<file path="config.mk">
export PLATFORM = sky130hd
export DESIGN_NAME = video_timing_gen
export DESIGN_NICKNAME = d
export VERILOG_FILES = /design/src/rtl/video_timing_gen.sv
export SDC_FILE = /design/constraint.sdc
export NUM_CORES = 1
export LEC_CHECK = 0
export CAP_MARGIN = 15
export CORE_ASPECT_RATIO = 2
export CORE_MARGIN = 3
export CORE_UTILIZATION = 35
export CTS_CLUSTER_DIAMETER = 200
export CTS_CLUSTER_SIZE = 24
export DETAILED_ROUTE_END_ITERATION = 10
export SLEW_MARGIN = 20
export SYNTH_ARGS = -nofsm -noshare
export SYNTH_HDL_FRONTEND = slang
export SYNTH_SLANG_ARGS = --single-unit
</file>
<file path="constraint.sdc">
create_clock -name clk_pixel -period 4 [get_ports clk_pixel]
set_input_delay 0.8 -clock clk_pixel [delete_from_list [all_inputs] [get_ports clk_pixel]]
set_output_delay 0.8 -clock clk_pixel [all_outputs]
set_load 0.02 [all_outputs]
</file>
<file path="src/rtl/video_timing_gen.sv">
// Parametrised raster timing generator: de/hsync/vsync, pixel coordinates and line/frame markers.
// Optional macro VIDEO_TIMING_PREFETCH_EN adds pix_req/req_x/req_y, leading de/x/y by LEAD cycles.
module video_timing_gen #(
    parameter int H_ACTIVE = 1024,
    parameter int H_FP     = 24,
    parameter int H_SYNC   = 136,
    parameter int H_BP     = 160,
    parameter int V_ACTIVE = 768,
    parameter int V_FP     = 3,
    parameter int V_SYNC   = 6,
    parameter int V_BP     = 29,
    parameter bit HS_POL   = 1'b0,
    parameter bit VS_POL   = 1'b0,
    parameter int CW       = 12,
    parameter int LEAD     = 1
) (
    input  logic          clk_pixel,
    input  logic          resetn,
    input  logic          restart,
    output logic          de,
    output logic          hsync,
    output logic          vsync,
    output logic [CW-1:0] x,
    output logic [CW-1:0] y,
    output logic          line_start,
`ifdef VIDEO_TIMING_PREFETCH_EN
    output logic          frame_start,
    output logic          pix_req,
    output logic [CW-1:0] req_x,
    output logic [CW-1:0] req_y
`else
    output logic          frame_start
`endif
);

    localparam int H_TOTAL = H_ACTIVE + H_FP + H_SYNC + H_BP;
    localparam int V_TOTAL = V_ACTIVE + V_FP + V_SYNC + V_BP;

    localparam logic [CW-1:0] H_LAST   = CW'(H_TOTAL - 1);
    localparam logic [CW-1:0] V_LAST   = CW'(V_TOTAL - 1);
    localparam logic [CW-1:0] H_ACT    = CW'(H_ACTIVE);
    localparam logic [CW-1:0] V_ACT    = CW'(V_ACTIVE);
    localparam logic [CW-1:0] HS_START = CW'(H_ACTIVE + H_FP);
    localparam logic [CW-1:0] HS_END   = CW'(H_ACTIVE + H_FP + H_SYNC);
    localparam logic [CW-1:0] VS_START = CW'(V_ACTIVE + V_FP);
    localparam logic [CW-1:0] VS_END   = CW'(V_ACTIVE + V_FP + V_SYNC);

    // Elaboration-time guards on the mode parameters.
    if ((2 ** CW) <= H_TOTAL || (2 ** CW) <= V_TOTAL) begin : g_cw_check
        $error("video_timing_gen: CW too narrow for H_TOTAL/V_TOTAL");
    end
    if (LEAD < 1 || LEAD >= H_TOTAL) begin : g_lead_check
        $error("video_timing_gen: LEAD must satisfy 1 <= LEAD < H_TOTAL");
    end

    // Raster step shared by the display and prefetch counter pairs; returns {v, h}.
    function automatic logic [2*CW-1:0] advance(input logic [CW-1:0] h, input logic [CW-1:0] v);
        logic [CW-1:0] h_n;
        logic [CW-1:0] v_n;
        h_n = (h == H_LAST) ? '0 : h + CW'(1);
        v_n = v;
        if (h == H_LAST) begin
            v_n = (v == V_LAST) ? '0 : v + CW'(1);
        end
        return {v_n, h_n};
    endfunction

    function automatic logic de_of(input logic [CW-1:0] h, input logic [CW-1:0] v);
        return (h < H_ACT) && (v < V_ACT);
    endfunction

    function automatic logic hs_of(input logic [CW-1:0] h);
        return ((h >= HS_START) && (h < HS_END)) ^ ~HS_POL;
    endfunction

    function automatic logic vs_of(input logic [CW-1:0] v);
        return ((v >= VS_START) && (v < VS_END)) ^ ~VS_POL;
    endfunction

    logic [CW-1:0] hc, vc;
    logic [CW-1:0] hc_next, vc_next;

    // NOTE: every variable assigned in always_comb gets a value on every path first, so no latch is inferred.
    always_comb begin
        {vc_next, hc_next} = advance(hc, vc);
        if (restart) begin
            hc_next = '0;
            vc_next = '0;
        end
    end

    // NOTE: sequential state uses non-blocking assignments so every register samples pre-edge values.
    always_ff @(posedge clk_pixel or negedge resetn) begin
        if (!resetn) begin
            hc          <= '0;
            vc          <= '0;
            de          <= 1'b0;
            hsync       <= ~HS_POL;
            vsync       <= ~VS_POL;
            x           <= '0;
            y           <= '0;
            line_start  <= 1'b0;
            frame_start <= 1'b0;
        end else begin
            hc          <= hc_next;
            vc          <= vc_next;
            de          <= de_of(hc, vc);
            hsync       <= hs_of(hc);
            vsync       <= vs_of(vc);
            x           <= hc;
            y           <= vc;
            line_start  <= (hc == '0);
            frame_start <= (hc == '0) && (vc == '0);
        end
    end

`ifdef VIDEO_TIMING_PREFETCH_EN
    localparam logic [CW-1:0] LEAD_W = CW'(LEAD);

    logic [CW-1:0] rhc, rvc;
    logic [CW-1:0] rhc_next, rvc_next;

    // Request counters run LEAD positions ahead; LEAD < H_TOTAL keeps the start on line 0.
    always_comb begin
        {rvc_next, rhc_next} = advance(rhc, rvc);
        if (restart) begin
            rhc_next = LEAD_W;
            rvc_next = '0;
        end
    end

    always_ff @(posedge clk_pixel or negedge resetn) begin
        if (!resetn) begin
            rhc     <= LEAD_W;
            rvc     <= '0;
            pix_req <= 1'b0;
            req_x   <= '0;
            req_y   <= '0;
        end else begin
            rhc     <= rhc_next;
            rvc     <= rvc_next;
            pix_req <= de_of(rhc, rvc);
            req_x   <= rhc;
            req_y   <= rvc;
        end
    end
`endif

endmodule

</file>
== Yosys cells after proc, flatten, opt, wreduce, memory -nomap -nowiden ==
Cells that the tools add are included.
Storage, ports and cells
  word-level logic and storage cells: 33
  output and inout port bits: 29
  register bits: 53
  input bits: 3
Cells by class
  add/sub/neg operators: 2
  reduce and logical (&&, ||, !) cells: 7
  equality and inequality tests: 2
  bitwise gates (word level): 2
  multiplexer cells: 5
  $lt $le $gt $ge: 6
Operators by type and width (number)
  $mux 12: 5
  $add 12x1->12 const B: 2
  $logic_not 12->1: 2
  $lt 12x10->1 const B: 2
  $lt 12x11->1 const B: 2
  $eq 12x10->1 const B: 1
  $eq 12x11->1 const B: 1
  $ge 12x10->1 const B: 1
  $ge 12x11->1 const B: 1
  $logic_and 1x1->1: 4
  $not 1->1: 2
  $reduce_bool 2->1: 1

== Logic depth before layout (Yosys ltp) ==
  depth after elaboration: 4
  depth in mapped cells: 6

== Worst setup path after synthesis ==
Ideal clock, no wire load.
  path type: register to register
  start: register vc[10]
  end: register vc[9]
  cell stages (with the launch flop): 6
  arrival: 1.567 ns
  path slack: 2.292 ns
  buffers on the path: 1
  required time: 3.859 ns
  path through: dfrtp_1 -> or2_1 -> or4_1 -> buf_4 -> o211ai_4 -> o221ai_1
Between the ends
  longest elaborated chain between the ends: 4
RTL lines
  start, declared: RTL line 80  | logic [CW-1:0] hc, vc;
  start signal, assigned: RTL line 106  | vc <= vc_next;
  $eq 12x10->1: RTL line 63  | v_n = (v == V_LAST) ? '0 : v + CW'(1);
  $mux 12: RTL line 63
  $mux 12: RTL line 62  | if (h == H_LAST) begin
  $mux 12: RTL line 86  | if (restart) begin
Every way passes these cells. The select of a mux whose other input is x is not followed.
A chain may end at the register's enable or synchronous reset.

== Final worst setup path ==
  start: register hc[0]
  end: register vc[11]
Between the ends
  longest elaborated chain between the ends: 2
RTL lines
  start, declared: RTL line 80
  start signal, assigned: RTL line 105  | hc <= hc_next;
  $eq 12x11->1: RTL line 62
  $reduce_bool 2->1 (no line)
Every way passes these cells.

==> results.md <==
Outcome:
- The flow ran to the end, and the final reports show no timing, DRC or antenna violations.

Synthesis:
- The flop and latch count out of synthesis is 53.
- A synthesized cell averages 11.5 um^2.
- Ranked by total cell area, the synthesized netlist is headed by sky130_fd_sc_hd__dfrtp_1 58%, sky130_fd_sc_hd__ha_1 3.4%, sky130_fd_sc_hd__nand2_1 2.9%.
- The fraction of synthesis flops using an asynchronous set or reset pin is 1.00.
- The number of warnings issued by yosys is 0.
- The post-synth net total is 200.
- In the synthesized netlist the dominant register cell turns out to be sky130_fd_sc_hd__dfrtp_1.
- The mapped netlist covers 2200 um^2.
- The leading area contributor after synthesis is sky130_fd_sc_hd__dfrtp_1.
- The cell with the most instances after synthesis is sky130_fd_sc_hd__dfrtp_1.
- The count of different cell masters after synthesis is 40.
- Of the synthesized area, sequential elements account for 0.605.
- After technology mapping, the gate count stands at 191.
- Ranked by instance count, the synthesized netlist is headed by 51 x sky130_fd_sc_hd__dfrtp_1, 17 x sky130_fd_sc_hd__nand2_1, 14 x sky130_fd_sc_hd__nor2_1.
- The synthesized design contains 0 enable-type register cells.
- The share of synthesized area in the top cell type comes to 0.581.

Detailed routing:
- After detailed routing, the number of remaining DRC violations is 0.
- The total routed wirelength is 4780 um.
- The detail-routed via count per cell is 5.20.
- In the final routed layout, each cell accounts on average for 15.6 um.
- The initial DRC count is 39.
- In this run the remaining antenna-violating nets after routing total 0.
- The first TritonRoute pass finished after 4 iterations.
- The via count is 1590.

Power and ir drop:
- The worst-case IR drop observed on VDD is 0.199 mV.
- The static leakage power is 1.16 nW.
- The total power divided by cell area is 434 nW/um^2.
- The design draws 1.20 mW.

Setup path:
- The worst register-to-register path ends at vc[11]$_DFFE_PN0P_.
- The startpoint class of the critical path is a flip-flop.
- The number of cells on the worst reg-to-reg path is 5.
- Along the worst path, the maximum fanout reaches 14.
- At the worst endpoint, the required time is 4190 ps.
- The launch instance of the worst register-to-register path is hc[0]$_DFF_PN0_.
- STA classifies the critical path endpoint as a flip-flop.
- For this run, the slowest stage of the critical path takes 560 ps.
- The signal arrival time at the worst endpoint is 2410 ps.
- The highest-delay cell along the critical path is sky130_fd_sc_hd__a41o_1.
- The signal on the critical path passes through ha_1, and4_1, a41o_1, o211ai_4, o311ai_1.
- In this run the register-to-register setup slack is 1780 ps.
- The kind of cell adding the most delay to the critical path is compound AO/OA/AOI/OAI gates.
- The number of buffers and inverters on the critical path is 0.
- The critical path is of the flip-flop to flip-flop type.

Clock tree:
- TritonCTS built the clock tree.
- After clock tree synthesis, the repair step resized 0 gates.
- The count of hold-fix buffers inserted at cts is 0.
- The number of CTS-inserted buffers is 5.
- The number of clock sinks is 53.
- The cell sitting at the root of the clock tree is a sky130_fd_sc_hd__clkbuf_16.
- The number of H-tree branching levels is 2.
- The clock slew at the register clock pins of the worst setup and hold paths is 60 ps.
- The maximum buffer depth of the clock tree is 2.
- The clock latency of the later-clocked register in the worst-skew pair is 290 ps.
- The number of setup buffers added after CTS is 0.

Floorplan:
- The die area is 7320 um^2.
- The core region is 6060 um^2.
- The initial core utilization is 0.363.
- The I/O pin total is 32.
- The die is 62.0 um wide.
- The floorplan has 40 rows.
- The height of the die is 118 um.

GRT:
- The number of global-route vias before repair was 1558.
- The remaining global-route overflow is 0.
- The number of antenna violations at the first check in global routing is 0.
- The first-pass GRT wire length is 7940 um.
- The combined global-route utilization of all metal layers is 0.148.
- The largest net degree at the start of global routing is 31.

Hold path:
- The hold path startpoint is hc[1]$_DFF_PN0_.
- The type of the most critical hold path is flip-flop to flip-flop.
- Counting instances, the worst hold path has a depth of 0.
- The endpoint with the worst hold slack is x[1]$_DFF_PN0_.

Placed design:
- The number of placed instances with taps included is 298.
- OpenSTA, run right after detailed placement, puts the worst setup slack at 1390 ps.
- The count of port buffers added during placement is 31.
- The half-perimeter wire length after placement is 3440 um.
- The congestion estimate from routability-driven global placement came to 0.789.

STA:
- Setup repair after global routing left no endpoint under its margin.
- Across the routed clock network, the largest skew measured is 5.06 ps.
- Setup violations remaining at the end of the flow were counted as 0.
- The count of pins over their slew limit is 0.
- At the pin with the least slew margin, the transition time is 619 ps.
- Of the available clock period, the critical path in the final layout requires 0.555.
- The minimum setup slack in the final design is 1780 ps.
- Adding up every negative setup slack in the final design gives 0 ps.
- The number of failing hold endpoints at the final stage is 0.
- For the finished layout, the period the worst path requires is 2220 ps.
- The worst pin sits at a relative slew slack of 0.587.
- The timing-limited maximum frequency is 451 MHz.

Cells and area:
- The filler cells instantiated in the layout total 574.
- The antenna diode count is 0.
- For this run, the number of standard cells in the final layout without fillers is 306.
- The final layout contains 230 nets.
- The area added between synthesis and finish is 25.2%.
- The share of post-route cells with drive strength above 1 is 0.0676.

Flow run:
- Across the run, the number of max-cap violations was 0.
[layout by cell type (no fill, tap or decap), types with 2 or more instances in the layout]
cell	instances
sky130_fd_sc_hd__and2_1	2
sky130_fd_sc_hd__nand4_1	7
sky130_fd_sc_hd__dfrtp_1	51
sky130_fd_sc_hd__o311ai_1	2
sky130_fd_sc_hd__or4_1	3
sky130_fd_sc_hd__and4_1	3
sky130_fd_sc_hd__ha_1	6
sky130_fd_sc_hd__nor2_1	14
sky130_fd_sc_hd__clkdlybuf4s50_1	30
sky130_fd_sc_hd__nor3_1	6
sky130_fd_sc_hd__o21ai_0	6
sky130_fd_sc_hd__o211ai_1	4
sky130_fd_sc_hd__dfstp_2	2
sky130_fd_sc_hd__clkbuf_16	5
sky130_fd_sc_hd__nand3_1	5
sky130_fd_sc_hd__nand2_1	17
sky130_fd_sc_hd__and3_1	3
sky130_fd_sc_hd__inv_1	7
sky130_fd_sc_hd__o2111ai_1	7
sky130_fd_sc_hd__xor2_1	5
sky130_fd_sc_hd__xnor2_1	4
sky130_fd_sc_hd__or3_1	2
sky130_fd_sc_hd__o31ai_1	3
sky130_fd_sc_hd__nor4_1	4
sky130_fd_sc_hd__a21oi_1	5
[cells by family (layout without fill, tap and decap cells)]
logic type,count (synthesis),in the layout,synth area share
buf+inv,16,47,0.0319
compound gates,35,35,0.121
fa+ha+maj,6,6,0.0342
xor+xnor,9,9,0.0359
simple gates,72,72,0.173
flops,53,53,0.605
[per-layer routing]
metal / wire length, um / share of wire / global-route usage
met5: 0 / 0 / 0
met4: 132 / 0.028 / 0.0823
met3: 109 / 0.023 / 0.0274
met2: 2760 / 0.58 / 0.246
met1: 1780 / 0.37 / 0.166
[state kept, by name, indices dropped and copies added, names as in the netlist]
signal and flops:
de 1, frame_start 1, hc 12, hsync 1
line_start 1, vc 12, vsync 1, x 12
y 12
[power breakdown]
group          internal [mW]  switching, mW
clock                  0.312          0.175
sequential             0.562         0.0289
combinational         0.0508         0.0659
total                  0.925          0.270
[per-stage QoR]
| stage | hold slack [ps] | util | cell area (um^2) |
|---|---|---|---|
| final | 435 | 0.454 | 2750 |
| after global routing | 456 | 0.454 | 2750 |
| after CTS | 440 | 0.453 | 2740 |
| after detailed placement | 425 | 0.425 | 2570 |
| after global placement | 415 | 0.425 | 2570 |
| after floorplan | 349 | - | 2200 |
[worst max path at each step]
| stage | slack [ps] | from | end | cells after the start |
|---|---|---|---|---|
| floorplan | 2290 | vc[10]$_DFFE_PN0P_ | vc[9]$_DFFE_PN0P_ | 5 |
| global placement | 1510 | restart | vc[6]$_DFFE_PN0P_ | 4 |
| detailed placement | 1390 | restart | vc[4]$_DFFE_PN0P_ | 4 |
| CTS | 1670 | hc[0]$_DFF_PN0_ | vc[4]$_DFFE_PN0P_ | 5 |
| global route | 1600 | hc[0]$_DFF_PN0_ | vc[11]$_DFFE_PN0P_ | 5 |
| finish | 1780 | hc[0]$_DFF_PN0_ | vc[11]$_DFFE_PN0P_ | 5 |
[area by class of cell]
type                            count  area [um^2]  share of cell area
Inverter                            7         26.3             0.00955
Sequential cell                    53         1330               0.483
Clock buffer                        7          143              0.0518
Multi-Input combinational cell    122          806               0.293
Tap cell                           84          105              0.0382
Timing Repair Buffer               32          313               0.114
Clock inverter                      1         30.0              0.0109
(Power assumes the default switching activity.)
